### config.mk
export PLATFORM = sky130hd
export DESIGN_NAME = pipe_ctrl
export DESIGN_NICKNAME = d
export VERILOG_FILES = /design/src/rtl/pipe_ctrl_pkg.sv /design/src/rtl/sat_counter.sv /design/src/rtl/pipe_ctrl.sv
export SDC_FILE = /design/constraint.sdc
export NUM_CORES = 1
export LEC_CHECK = 0
export CORE_ASPECT_RATIO = 0.6
export CORE_UTILIZATION = 52
export CTS_BUF_LIST = sky130_fd_sc_hd__clkbuf_16
export DETAILED_ROUTE_END_ITERATION = 6
export PLACE_DENSITY = 0.85
export SETUP_SLACK_MARGIN = 0.02
export SLEW_MARGIN = 20
export SYNTH_ARGS = -nofsm -noshare
export SYNTH_HDL_FRONTEND = slang
export SYNTH_SLANG_ARGS = --single-unit
### constraint.sdc
create_clock -name clk -period 4 [get_ports clk]
set_clock_uncertainty 0.2 [all_clocks]
set_input_delay 0.6 -clock clk [delete_from_list [all_inputs] [get_ports clk]]
set_output_delay 0.6 -clock clk [all_outputs]
set_load 0.1 [all_outputs]
### src/rtl/pipe_ctrl_pkg.sv
// pipe_ctrl_pkg: shared encodings for the pipeline sequencing controller.
package pipe_ctrl_pkg;
   typedef enum logic {RUN, FLUSH} state_t;
   typedef logic [5:0] stall_bus_t;
   localparam logic RST_ENABLE = 1'b0;
   localparam logic STOP = 1'b1;
   localparam logic NO_STOP = 1'b0;
   localparam logic FLUSH_ENABLE = 1'b1;
   localparam logic FLUSH_DISABLE = 1'b0;
   localparam stall_bus_t STALL_MEM = 6'b011111;
   localparam stall_bus_t STALL_EX = 6'b001111;
   localparam stall_bus_t STALL_ID = 6'b000111;
   localparam stall_bus_t STALL_NONE = 6'b000000;
endpackage

### src/rtl/sat_counter.sv
// sat_counter: up-counter that sticks at all-ones, with synchronous clear.
module sat_counter
   import pipe_ctrl_pkg::*;
#(
   parameter int W = 32
) (
   input  logic         clk,
   input  logic         rst,
   input  logic         inc,
   input  logic         clear,
   output logic [W-1:0] q
);
   always_ff @(posedge clk)
      if (rst == RST_ENABLE || clear) q <= '0;
      else if (inc && q != '1) q <= q + 1'b1;
endmodule

### src/rtl/pipe_ctrl.sv
// pipe_ctrl: merges stage stall requests into a freeze vector and turns
// taken branches from EX into a registered flush plus redirect PC.
module pipe_ctrl
   import pipe_ctrl_pkg::*;
#(
   parameter int FLUSH_CYCLES = 2,
   parameter int CNT_W = 32,
   parameter int STALL_TIMEOUT = 1024
) (
   input  logic             clk,
   input  logic             rst,
   input  logic             stallreq_id_i,
   input  logic             stallreq_ex_i,
   input  logic             stallreq_mem_i,
   input  logic             branch_flag_i,
   input  logic [31:0]      branch_addr_i,
   output logic [5:0]       stall_o,
   output logic             flush_o,
   output logic [31:0]      new_pc_o,
   output logic [CNT_W-1:0] stall_cnt_o,
   output logic [CNT_W-1:0] flush_cnt_o,
   output logic             timeout_o
);
   localparam int WD_W = $clog2(STALL_TIMEOUT + 2);
   localparam logic [WD_W-1:0] WD_LAST = WD_W'(STALL_TIMEOUT == 0 ? 0 : STALL_TIMEOUT - 1);
   localparam logic [3:0] FC_INIT = 4'(FLUSH_CYCLES - 1);
   state_t state;
   logic [3:0] fcnt;
   logic run, accept, stalled;
   logic [WD_W-1:0] scnt;
   assign run = state == RUN;
   assign accept = run & branch_flag_i & ~stallreq_ex_i & ~stallreq_mem_i;
   // Wrong-path ID/EX requests are masked while the flush window is open.
   assign stall_o = rst == RST_ENABLE ? STALL_NONE :
                    stallreq_mem_i ? STALL_MEM :
                    stallreq_ex_i & run ? STALL_EX :
                    stallreq_id_i & run ? STALL_ID : STALL_NONE;
   assign stalled = |stall_o;
   always_ff @(posedge clk)
      if (rst == RST_ENABLE) begin
         state <= RUN;
         fcnt <= '0;
         flush_o <= FLUSH_DISABLE;
         new_pc_o <= '0;
      end else begin
         flush_o <= accept;
         if (accept) begin
            state <= FLUSH;
            fcnt <= FC_INIT;
            new_pc_o <= branch_addr_i;
         end else if (state == FLUSH && !stallreq_mem_i) begin
            if (fcnt == 4'd0) state <= RUN;
            else fcnt <= fcnt - 4'd1;
         end
      end
   always_ff @(posedge clk)
      if (rst == RST_ENABLE) timeout_o <= 1'b0;
      else if (STALL_TIMEOUT != 0 && stalled && scnt == WD_LAST) timeout_o <= 1'b1;
   sat_counter #(.W(CNT_W)) u_stall_cnt (
      .clk(clk), .rst(rst), .inc(stalled), .clear(1'b0), .q(stall_cnt_o)
   );
   sat_counter #(.W(CNT_W)) u_flush_cnt (
      .clk(clk), .rst(rst), .inc(accept), .clear(1'b0), .q(flush_cnt_o)
   );
   sat_counter #(.W(WD_W)) u_watchdog (
      .clk(clk), .rst(rst), .inc(stalled), .clear(~stalled), .q(scnt)
   );
endmodule

# Word-level counts from Yosys, hierarchy flattened

Cells that the tools add are included.

Flip-flop bits (word level): 114
Output and inout bits: 104
Logic and storage cells: 54

$add $sub $neg: 4
Eq/ne operators: 5
Multiplexer cells: 10
Bitwise logic cells: 11
Reductions and logical operators: 15

Operator list:

| cell                    | number |
|---|---|
| $add A32 B1 Y32 const B | 2 |
| $ne A32 B32 Y1 const B  | 2 |
| $add A11 B1 Y11 const B | 1 |
| $eq A11 B10 Y1 const B  | 1 |
| $ne A11 B11 Y1 const B  | 1 |
| $mux W5                 | 2 |
| $mux W1                 | 6 |
| $not A1 Y1              | 6 |
| $reduce_and A2 Y1       | 3 |
| $reduce_or A6 Y1        | 1 |
| $and A1 B1 Y1           | 5 |
| $logic_and A1 B1 Y1     | 5 |
| $logic_not A4 Y1        | 1 |
| $mux W4                 | 1 |
| $reduce_bool A2 Y1      | 2 |
| $sub A4 B1 Y4 const B   | 1 |
| $mux W3                 | 1 |
| $ne A2 B1 Y1 const B    | 1 |
| $reduce_or A2 Y1        | 1 |
| $logic_not A1 Y1        | 1 |
| $logic_or A1 B1 Y1      | 1 |

# Depth between registers and ports, before layout

Depth after elaboration: 9
Depth in mapped cells: 8
Depth with buffers taken out: 6

# Modules after synthesis

Synthesis repeated with hierarchy kept, for this count alone.

Cell total of the unflattened synthesis: 577
Area total of the unflattened synthesis: 5298.8 µm²

Modules (own cells, without submodules):

| module                        | times used | cells an instance | area an instance (µm²) | sequential area each (µm²) |
|---|---|---|---|---|
| sat_counter (u_flush_cnt ...) | 2          | 195               | 1667.8                 | 640.6 |
| pipe_ctrl                     | 1          | 121               | 1416.4                 | 780.7 |
| sat_counter (u_watchdog)      | 1          | 66                | 546.8                  | 220.2 |

# Worst setup path after synthesis

OpenSTA, ideal clock, no wires.

Kind: in2out
Start point: input port rst
End point: output port stall_o[3]
Data arrival time: 2.516 ns
Slack: 0.684 ns
Stages on the path: 4
Buffers on the path: 2
Cells stage by stage: inv_1 clkbuf_1 clkbuf_1 a21oi_1

Cells in the longest elaborated chain, start to end: 1

Ends and longest elaborated chain:

| item            | RTL line        | RTL |
|---|---|---|
| start, declared | pipe_ctrl.sv:11 | `input logic rst,` |
| $mux W5         | pipe_ctrl.sv:34 | `assign stall_o = rst == RST_ENABLE ? STALL_NONE :` |
| end, declared   | pipe_ctrl.sv:17 | `output logic [5:0] stall_o,` |

Every way passes these cells.

# Worst setup path in the final report

Start point: input port stallreq_ex_i
End point: register u_stall_cnt.q[23]

Cells in the longest elaborated chain, start to end: 6

Ends and longest elaborated chain:

| item                 | RTL line          | RTL |
|---|---|---|
| start, declared      | pipe_ctrl.sv:13   | `input logic stallreq_ex_i,` |
| $and A1 B1 Y1        | pipe_ctrl.sv:36   | `stallreq_ex_i & run ? STALL_EX :` |
| $mux W4              | pipe_ctrl.sv:36   |  |
| $mux W5              | pipe_ctrl.sv:35   | `stallreq_mem_i ? STALL_MEM :` |
| $mux W5              | pipe_ctrl.sv:34   |  |
| $reduce_or A6 Y1     | pipe_ctrl.sv:38   | `assign stalled = \|stall_o;` |
| $logic_and A1 B1 Y1  | sat_counter.sv:15 | `else if (inc && q != '1) q <= q + 1'b1;` |
| end signal, assigned | sat_counter.sv:15 |  |
| end, declared        | sat_counter.sv:11 | `output logic [W-1:0] q` |

Every way passes these cells.
A chain may end at the register's enable or synchronous reset.

==> metrics.md <==
| Metric | Value |
|---|---|
| Pre-antenna DRT Iters | `5` |
| Min-delay worst type | `reg -> reg` |
| Per-cell routed wire length | `17.0 um` |
| Main flop type after synthesis | `dfxtp_1` |
| Post-synth top cells | `dfxtp_1 (114), nand2_1 (108), a21oi_1 (66)` |
| Post-Syn Nets | `674` |
| # IOs | `142` |
| Setup Buffers After CTS | `0` |
| Drt drc | `0` |
| Clock power frac | `46.8%` |
| Final hold viol count | `0` |
| Asr flop ratio synth | `0%` |
| Placer Congestion | `0.853` |
| Dpl hpwl | `10300 um` |
| TritonCTS clock tree | `yes` |
| Yosys top cell area share | `43.8%` |
| Combinational share of power | `11.4%` |
| Crit path to | `u_stall_cnt.q[23]` |
| Power per cell area | `387 nW/um^2` |
| Crit path required time | `4130 ps` |
| Crit Reg-Reg Endpoint | `u_flush_cnt.q[25]` |
| Layout cells sized above 1 | `5.83%` |
| Max Fclk | `322 MHz` |
| Internal power | `2.07 mW` |
| Critical path depth | `6` |
| R2r setup slk | `1060 ps` |
| P_sw | `0.731 mW` |
| Placeable Area | `9460 sq um` |
| Tot Pwr | `2.81 mW` |
| Setup ws final | `891 ps` |
| Final setup vio count | `0` |
| Sequential fraction of the synthesis area | `43.8%` |
| Syn_area_per_cell | `8.26 sq um` |
| Leading area contributor after synthesis | `dfxtp_1` |
| DP Cell Count | `871` |
| Cells along the critical path | `clkdlybuf4s50_1 -> o21bai_1 -> a2111oi_2 -> nand2_1 -> nor4_1 -> mux2i_1` |
| Worst-Margin Slew | `1090 ps` |
| Synth top area cells | `dfxtp_1 (44%), nand2_1 (7.8%), a21oi_1 (6.3%)` |
| RSZ-0062 raised after global routing | `false` |
| Post-layout minimum cycle time | `3110 ps` |
| Pins Over Slew Limit | `0` |
| ANT cells | `0` |
| Pre-CTS setup slack | `533 ps` |
| Pleak | `2.41 nW` |
| Cell family with most CP delay | `simple AND/OR/NAND/NOR gates` |
| Final core occ | `76.5%` |
| Reg power frac | `41.8%` |
| Root Buffer | `clkbuf_16` |
| Worst r2r src | `u_flush_cnt.q[24]` |
| CP peak stage delay | `720 ps` |
| Final Non-Filler Cells | `902` |
| FP Rows | `27` |
| Critical Path Start | `stallreq_ex_i` |
| First-pass GRT wire length | `24800 um` |
| Starting Density | `55.1%` |
| Total gr overflow | `0` |
| Final net count | `803` |
| Hold-fix buffers at CTS | `0` |
| Yosys warnings | `0` |
| Sw frac | `26.1%` |
| WP data arrival | `3230 ps` |
| Die height | `79.6 um` |
| Total negative slack | `0 ps` |
| Fillers | `658` |
| Vias in the first global route | `5121` |
| Vias | `5382` |
| Peak VDD IR | `0.338 mV` |
| Later-pin clock latency in the skew report | `410 ps` |
| CP max FO | `13` |
| Slew HR | `27.0%` |
| Status | `finished clean` |
| Vias per inst | `5.97` |
| Worst hold slack | `250 ps` |
| Final Cell Area | `7240 sq um` |
| Post-CTS sizing | `0` |
| CP max-delay cell | `a2111oi_2` |
| Number of synthesized flops with an enable pin | `0` |
| DR iter-0 viols | `533` |
| Max-Cap Viols | `0` |
| R2r worst-path depth | `5` |
| GRT Overall Usage | `29.8%` |
| Synthesized area | `5220 sq um` |
| Total Die Area | `10400 sq um` |
| Clock Path Buffers | `2` |
| H-tree depth | `4` |
| IO buf count | `140` |
| Initial antenna violation count | `0` |
| Synthesized instance count | `631` |
| WP buf/inv | `1` |
| Worst setup SP type | `input port` |
| CP endpoint kind | `register` |
| Largest net degree at the start of global routing | `45` |
| Clock tree sinks | `114` |
| Synth unique cells | `48` |
| ANT nets after route | `0` |
| Detailed Route WL | `15300 um` |
| Reg clk slew, reported paths | `50 ps` |
| Period Utilization, post-route | `77.7%` |
| Die Width | `131 um` |
| Synth Register Bits | `114` |
| Inserted Clock Buffers | `17` |
| Critical path class | `in -> reg` |
| Most frequent cell after synthesis | `dfxtp_1` |
| Placed inst area | `6730 sq um` |
| Layout Area Growth over Synthesis | `38.8%` |
cells in the final DEF, fill, tap and decap left out, drive strengths merged, types with 2 or more instances in the layout:
master,instances
or4b,2
o21a,6
or4,15
nor3,11
and3,7
clkinv,8
nand2,108
nand4,24
xnor2,16
nor2,39
and2,2
xor2,10
o21ai,16
nor3b,2
nand2b,9
mux2i,12
buf,13
o31ai,13
a21oi,66
nor4,14
dfxtp,114
inv,18
a311oi,2
nand3,30
clkbuf,17
a2111oi,3
or3,14
a211oi,7
o31a,5
and4,11
a31oi,5
ha,5
or2,2
clkdlybuf4s50,135
a31o,2
power by group through the flow:
stage               Combinational [mW]  Clock, mW  Sequential [mW]
floorplan                       0.0983          0             1.31
global placement                 0.309          0             1.19
detailed placement               0.314          0             1.20
CTS                              0.318       1.33             1.17
global route                     0.333       1.38             1.17
finish                           0.319       1.31             1.17
logic make-up (layout without fill, tap and decap cells):
logic type                 after synthesis  after routing  share of synthesized area [%]
AOI/OAI and AO/OA                      130            130                           15.5
xor gates and xnor gates                26             26                           4.37
adders and majority gates                5              5                           1.20
buffers and inverters                   51            192                           3.98
DFF                                    114            114                           43.8
muxes                                   12             12                           2.30
other                                    1              1                         0.0719
and+or+nand+nor                        292            292                           28.8
routing by layer:
metal / vias to the layer above / share of wire, % / GRT usage, % / routed length (um)
li1: 2533 / - / - / -
met1: 2530 / 42 / 37.4 / 6430
met2: 296 / 46 / 48.9 / 7090
met3: 23 / 10 / 9.59 / 1560
met4: 0 / 1.4 / 9.53 / 207
met5: - / 0 / 0 / 0
registers in the layout, summed over array words and instances, names as in the netlist:
name,flops
new_pc_o,32
u_flush_cnt.q,32
u_stall_cnt.q,32
u_watchdog.q,11
fcnt,4
flush_o,1
state,1
timeout_o,1
layout make-up:
class | count | area (sq um) | area share [%]
Clock buffer | 17 | 425 | 5.88
Timing Repair Buffer | 148 | 1510 | 20.9
Tap cell | 130 | 163 | 2.25
Multi-Input combinational cell | 466 | 2730 | 37.6
Inverter | 13 | 48.8 | 0.674
Clock inverter | 14 | 85.1 | 1.18
Sequential cell | 114 | 2280 | 31.5
worst min-delay path: cells and delay by family, from the launching register on:
kind	cells	cell delay, ps
compound gates	1	50
flops	1	300
simple gates	1	50
worst min-delay path by stage:
stage                     startpoint                to  slack, ps  depth (start not counted)
finish                  new_pc_o[28]      new_pc_o[28]        250                          2
global route            new_pc_o[14]      new_pc_o[14]        270                          2
CTS                     new_pc_o[14]      new_pc_o[14]        250                          2
detailed placement      new_pc_o[14]      new_pc_o[14]        250                          2
global placement        new_pc_o[18]      new_pc_o[18]        240                          2
floorplan           u_watchdog.q[10]  u_watchdog.q[10]        250                          2
(Power assumes the default switching activity.)
